<file path="config.mk">
export PLATFORM = sky130hd
export DESIGN_NAME = fetch_unit
export DESIGN_NICKNAME = d
export VERILOG_FILES = /design/src/rtl/fetch_unit.sv
export SDC_FILE = /design/constraint.sdc
export NUM_CORES = 1
export LEC_CHECK = 0
export ABC_AREA = 1
export BUFFER_PORTS_ARGS = -buffer_cell sky130_fd_sc_hd__buf_2
export CAP_MARGIN = 40
export CORE_MARGIN = 2
export CORE_UTILIZATION = 63
export CTS_CLUSTER_DIAMETER = 80
export DETAILED_ROUTE_END_ITERATION = 12
export PLACE_DENSITY_LB_ADDON = 0.2
export SYNTH_ARGS = -nofsm -noshare
export SYNTH_HDL_FRONTEND = slang
export SYNTH_SLANG_ARGS = --single-unit
</file>
<file path="constraint.sdc">
create_clock -name clk -period 3.4 [get_ports clk]
set_input_delay 0.68 -clock clk [delete_from_list [all_inputs] [get_ports clk]]
set_output_delay 0.68 -clock clk [all_outputs]
set_load 0.005 [all_outputs]
</file>
<file path="src/rtl/fetch_unit.sv">
// Instruction fetch front end: fetches words over req/ack, stamps PC and tag, queues them for decode.
// Latency: a word acked on cycle N is visible at the head on cycle N+1; head fields have zero added latency.
// Backpressure: stall holds the head; fetching pauses once queued plus outstanding would exceed DEPTH. Optional: FLUSH_ON_REDIRECT_EN.
module fetch_unit #(
    parameter logic [31:0] START_PC = 32'h0000_0000,
    parameter int          DEPTH    = 4
) (
    input  logic        clk,
    input  logic        reset,
    input  logic        redirect,
    input  logic [31:0] new_pc,
    output logic        imem_req,
    output logic [31:0] imem_addr,
    input  logic        imem_ack,
    input  logic [31:0] imem_rdata,
    input  logic        stall,
    output logic        instr_valid,
    output logic [31:0] instruction,
    output logic [31:0] pc_out,
    output logic [3:0]  instruction_tag
);

    localparam int          AW   = $clog2(DEPTH);
    localparam logic [AW:0] FULL = (AW+1)'(DEPTH);

    typedef enum logic {IDLE, WAIT} state_t;

    typedef struct packed {
        logic [31:0] instr;
        logic [31:0] pc;
        logic [3:0]  tag;
    } entry_t;

    state_t         state;
    logic [31:0]    pc;
    logic [3:0]     tag;
    logic [3:0]     req_tag;
    logic           stale;
    entry_t         mem [DEPTH];
    logic [AW-1:0]  wr_ptr;
    logic [AW-1:0]  rd_ptr;
    logic [AW:0]    count;

    logic           ack_vld;
    logic           push;
    logic           pop;
    logic           flush;
    logic [AW:0]    count_nxt;
    logic [31:0]    pc_nxt;
    logic [3:0]     tag_nxt;

    always_comb begin
        ack_vld = (state == WAIT) && imem_ack;
        pop     = instr_valid && !stall;
`ifdef FLUSH_ON_REDIRECT_EN
        // Responses belonging to a pre-redirect request never reach decode.
        flush   = redirect;
        push    = ack_vld && !redirect && !stale;
`else
        flush   = 1'b0;
        push    = ack_vld;
`endif
        count_nxt = flush ? '0 : count + (AW+1)'(push) - (AW+1)'(pop);
        tag_nxt   = redirect ? tag + 4'd1 : tag;
        // A stale ack must not step pc: pc already holds the redirect target.
        if (redirect)
            pc_nxt = new_pc & ~32'h3;
        else if (ack_vld && !stale)
            pc_nxt = pc + 32'd4;
        else
            pc_nxt = pc;
    end

    always_ff @(posedge clk or negedge reset) begin
        if (!reset) begin
            state     <= IDLE;
            imem_req  <= 1'b0;
            imem_addr <= START_PC;
            pc        <= START_PC;
            tag       <= 4'd0;
            req_tag   <= 4'd0;
            stale     <= 1'b0;
        end else begin
            pc  <= pc_nxt;
            tag <= tag_nxt;
            if (ack_vld)
                stale <= 1'b0;
            else if (state == WAIT && redirect)
                stale <= 1'b1;
            case (state)
                IDLE: begin
                    if (count < FULL) begin
                        state     <= WAIT;
                        imem_req  <= 1'b1;
                        imem_addr <= pc_nxt;
                        req_tag   <= tag_nxt;
                    end
                end
                WAIT: begin
                    if (imem_ack) begin
                        if (count_nxt < FULL) begin
                            imem_addr <= pc_nxt;
                            req_tag   <= tag_nxt;
                        end else begin
                            state    <= IDLE;
                            imem_req <= 1'b0;
                        end
                    end
                end
                default: begin
                    state    <= IDLE;
                    imem_req <= 1'b0;
                end
            endcase
        end
    end

    always_ff @(posedge clk or negedge reset) begin
        if (!reset) begin
            wr_ptr <= '0;
            rd_ptr <= '0;
            count  <= '0;
            for (int i = 0; i < DEPTH; i++)
                mem[i] <= '0;
        end else begin
            if (push) begin
                mem[wr_ptr] <= '{instr: imem_rdata, pc: imem_addr, tag: req_tag};
                wr_ptr      <= wr_ptr + AW'(1);
            end
            if (flush)
                rd_ptr <= wr_ptr;
            else if (pop)
                rd_ptr <= rd_ptr + AW'(1);
            count <= count_nxt;
        end
    end

    assign instr_valid     = (count != '0);
    assign instruction     = mem[rd_ptr].instr;
    assign pc_out          = mem[rd_ptr].pc;
    assign instruction_tag = mem[rd_ptr].tag;

endmodule

</file>
==> results_dict.tcl <==
set metrics [dict create \
    hold_path_class "input pin to async pin" \
    worstMarginPinSlew_ns 0.7795 \
    power.leakage_nw 8.886 \
    die_area_sq_um 26380 \
    detail_route.wirelength_microns 38250 \
    die-width_microns 162.4 \
    slew-limit-headroom_pct 47.97 \
    finalMaxSlewViolations 0 \
    power_density_nw_per_um2 988.0 \
    finalWorstPathRequiredPeriod_ns 3.033 \
    internal_power_component_mw 10.93 \
    cts_tree "yes" \
    worst_ep_required_time_ns 2.72 \
    detailed_routed_wire_length_on_met3_microns 2623 \
    final_nets 2050 \
    maxCapViolCount 0 \
    achievable-frequency_mhz 329.7 \
    number_of_filler_cells_placed_in_the_layout 1833 \
    startpoint_type "flop" \
    number_of_drc_violations_after_detailed_routing 0 \
    cts_resized 0 \
    critical_path.max_fanout 25 \
    layout_worst_path_cycle_share_pct 89.20 \
    final_util_pct 73.95 \
    drt-initial-drc-count 1296 \
    grt_overflow_total 0 \
    combinationalPowerShare_pct 38.2 \
    dieHeight_microns 162.4 \
    hold_buffers 0 \
    buffer_ports.inserted 168 \
    mapped_avg_cell_area_sq_um 8.497 \
    mostFrequentLayoutCell "sky130_fd_sc_hd__nand2_1" \
    antennaDiodeCount 0 \
    crit_path_end_kind "output port" \
    placeableCoreArea_sq_um 24460 \
    clk_pin_slew_worst_setup_hold_paths_ns 0.06 \
    grt_antenna_before_repair 0 \
    final_count_of_hold_timing_violations 0 \
    detailedPlacementHpwl_microns 22550 \
    final_area_sq_um 18090 \
    clock-sinks 354 \
    synth_warnings 0 \
    post-cts-setup-buffer-count 0 \
    ys_seq_area_share_pct 56.02 \
    grt_max_degree 138 \
    ir_drop_uv 693.9 \
    unrepaired_setup_endpoints_after_global_routing "false" \
    netlist_instances 1861 \
    clock_insertion_delay_worst_skew_ns 0.52 \
    via_count 13220 \
    grtUsageTotal_pct 29.60 \
    route.top_layer_used "met4" \
    clock-root-buffer "sky130_fd_sc_hd__clkbuf_16" \
    clock_share_of_power_pct 22.4 \
    io_pins 171 \
    areaGrowthSynthToFinish_pct 14.39 \
    setup_tns_ns 0 \
    gp_congestion 0.9348 \
    cts-htree-levels 2 \
    total_switching_power_mw 6.938 \
    grt_first_pass_wirelength_microns 63550 \
    drt.antenna.violating_nets 0 \
    report.power.total_mw 17.87 \
    syn-num-nets 1939 \
    viasPerCell 5.694 \
    fin_worst_skew_ns 0.01789 \
    first_global_vias 12810 \
    post_dp_cell_area_sq_um 16860 \
    reg2reg_slack_ns 0.77 \
    final_layout_size_suffix_gt1_share_pct 14.81 \
    fp-row-count 57 \
    critical_path_arrival_ns 2.35 \
    wl_met1_microns 16600 \
    met2RoutedLength_microns 18270 \
    synth.ff_latch_count 354 \
    seq_power_share_pct 39.4 \
    status "finished, final reports clean" \
    layout.cells.most_common_list "sky130_fd_sc_hd__nand2_1 (449), sky130_fd_sc_hd__o21ai_0 (428), sky130_fd_sc_hd__dfrtp_1 (352)" \
    setup_viol 0 \
    clock_buffers_created_by_tritoncts 37 \
    switching_share_pct 38.82 \
    cts.path.max_buffers 3 \
    post_synthesis_cell_area_sq_um 15810 \
    avgRoutedWirePerCell_microns 16.47 \
    floorplan.initialDensity_pct 64.64 \
    ys_types 37 \
    critical_path_class "flop to output port" \
    hold_slack_ns 0.1230 \
    drtPass1Iterations 5 \
]
==> path summary, 6_finish.rpt <==
| check | startpoint | endpoint | cells past startpoint |
|---|---|---|---|
| setup / recovery | rd_ptr[1] | instruction[14] | 5 |
| hold / removal | reset | mem[63] | 1 |
| setup reg to reg | count[2] | imem_addr[30] | 12 |
| hold reg to reg | tag[3] | tag[3] | 1 |
| max in group asynchronous | reset | mem[234] | 2 |
| min in group clk | new_pc[28] | pc[28] | 3 |
==> stage by stage <==
step	instances	setup slack, ns
floorplan	1861	0.8906
global placement	2257	0.5983
detailed placement	2257	0.5162
CTS	2322	0.3558
global route	2322	0.2518
finish	2322	0.3673
==> cells in the mapped netlist <==
master / instances / area [sq um]
sky130_fd_sc_hd__a21boi_0: 7 / 52.55
sky130_fd_sc_hd__a21boi_1: 7 / 52.55
sky130_fd_sc_hd__a21oi_1: 3 / 15.01
sky130_fd_sc_hd__a21oi_2: 1 / 8.760
sky130_fd_sc_hd__a31oi_1: 2 / 12.51
sky130_fd_sc_hd__and2_1: 3 / 18.77
sky130_fd_sc_hd__buf_1: 5 / 18.77
sky130_fd_sc_hd__buf_2: 17 / 85.08
sky130_fd_sc_hd__buf_4: 20 / 150.1
sky130_fd_sc_hd__buf_6: 1 / 11.26
sky130_fd_sc_hd__clkbuf_1: 73 / 274.0
sky130_fd_sc_hd__clkinv_1: 1 / 3.750
sky130_fd_sc_hd__dfrtp_1: 354 / 8859
sky130_fd_sc_hd__fa_1: 1 / 20.02
sky130_fd_sc_hd__ha_1: 8 / 100.1
sky130_fd_sc_hd__inv_1: 119 / 446.7
sky130_fd_sc_hd__inv_2: 1 / 3.750
sky130_fd_sc_hd__nand2_1: 449 / 1685
sky130_fd_sc_hd__nand2_2: 7 / 43.79
sky130_fd_sc_hd__nand3_1: 41 / 205.2
sky130_fd_sc_hd__nand3_2: 3 / 30.03
sky130_fd_sc_hd__nand3_4: 1 / 17.52
sky130_fd_sc_hd__nand3b_1: 1 / 7.510
sky130_fd_sc_hd__nand4_1: 12 / 75.07
sky130_fd_sc_hd__nor2_1: 173 / 649.4
sky130_fd_sc_hd__nor2_2: 8 / 50.05
sky130_fd_sc_hd__nor2_4: 3 / 33.78
sky130_fd_sc_hd__nor3_1: 3 / 15.01
sky130_fd_sc_hd__nor3_2: 1 / 10.01
sky130_fd_sc_hd__o21ai_0: 428 / 2142
sky130_fd_sc_hd__o21ai_1: 3 / 15.01
sky130_fd_sc_hd__o21ai_2: 1 / 8.760
sky130_fd_sc_hd__o21bai_1: 1 / 7.510
sky130_fd_sc_hd__o22ai_1: 68 / 425.4
sky130_fd_sc_hd__or2_2: 19 / 118.9
sky130_fd_sc_hd__xnor2_1: 6 / 52.55
sky130_fd_sc_hd__xor2_1: 10 / 87.58
==> power groups by stage <==
stage | sequential (mW) | clock, mW | combinational, mW
6_report | 7.03 | 4.00 | 6.83
4_1_cts | 7.01 | 4.07 | 6.86
5_1_grt | 7.23 | 4.23 | 7.77
3_5_place_dp | 7.05 | 0 | 6.78
2_1_floorplan | 6.74 | 0 | 4.43
3_3_place_gp | 6.99 | 0 | 6.54
==> area by class of cell <==
type	instances	area, sq um	area share [%]
clock buffer	56	1150	6.357
inverter	121	456.7	2.525
multi-input combinational	1270	5988	33.11
sequential	354	8864	49.00
tap	324	405.4	2.241
timing repair buffer	188	1151	6.364
clock inverter	9	73.82	0.4081
==> routing by layer <==
metal  global-route usage (%)  up-vias
met1                    42.34     6351
met2                    47.72      502
met4                    9.493        0
met3                    3.871       53
met5                        0        -
li1                         -     6315
==> cells by family after synthesis <==
logic type / synth area share [%]
DFF: 56.02
AOI/OAI and AO/OA: 17.33
buffers and inverters: 6.283
and+or+nand+nor: 18.72
xor gates and xnor gates: 0.8862
adders and majority gates: 0.7596
==> worst max-delay path, stage by stage, from the launching register on <==
cell                      delay [ns]
sky130_fd_sc_hd__dfrtp_2        0.60
sky130_fd_sc_hd__inv_2          0.38
sky130_fd_sc_hd__buf_4          0.37
sky130_fd_sc_hd__o21ai_0        0.17
sky130_fd_sc_hd__o22ai_1        0.16
sky130_fd_sc_hd__buf_2          0.16
==> sequential cells by signal, summed over array words and instances, names as in the netlist <==
name	count
mem	272
wr_ptr	2
imem_addr	32
req_tag	4
count	3
stale	1
imem_req	1
state	1
pc	32
rd_ptr	2
tag	4
Power figures use the tool's default switching activity.
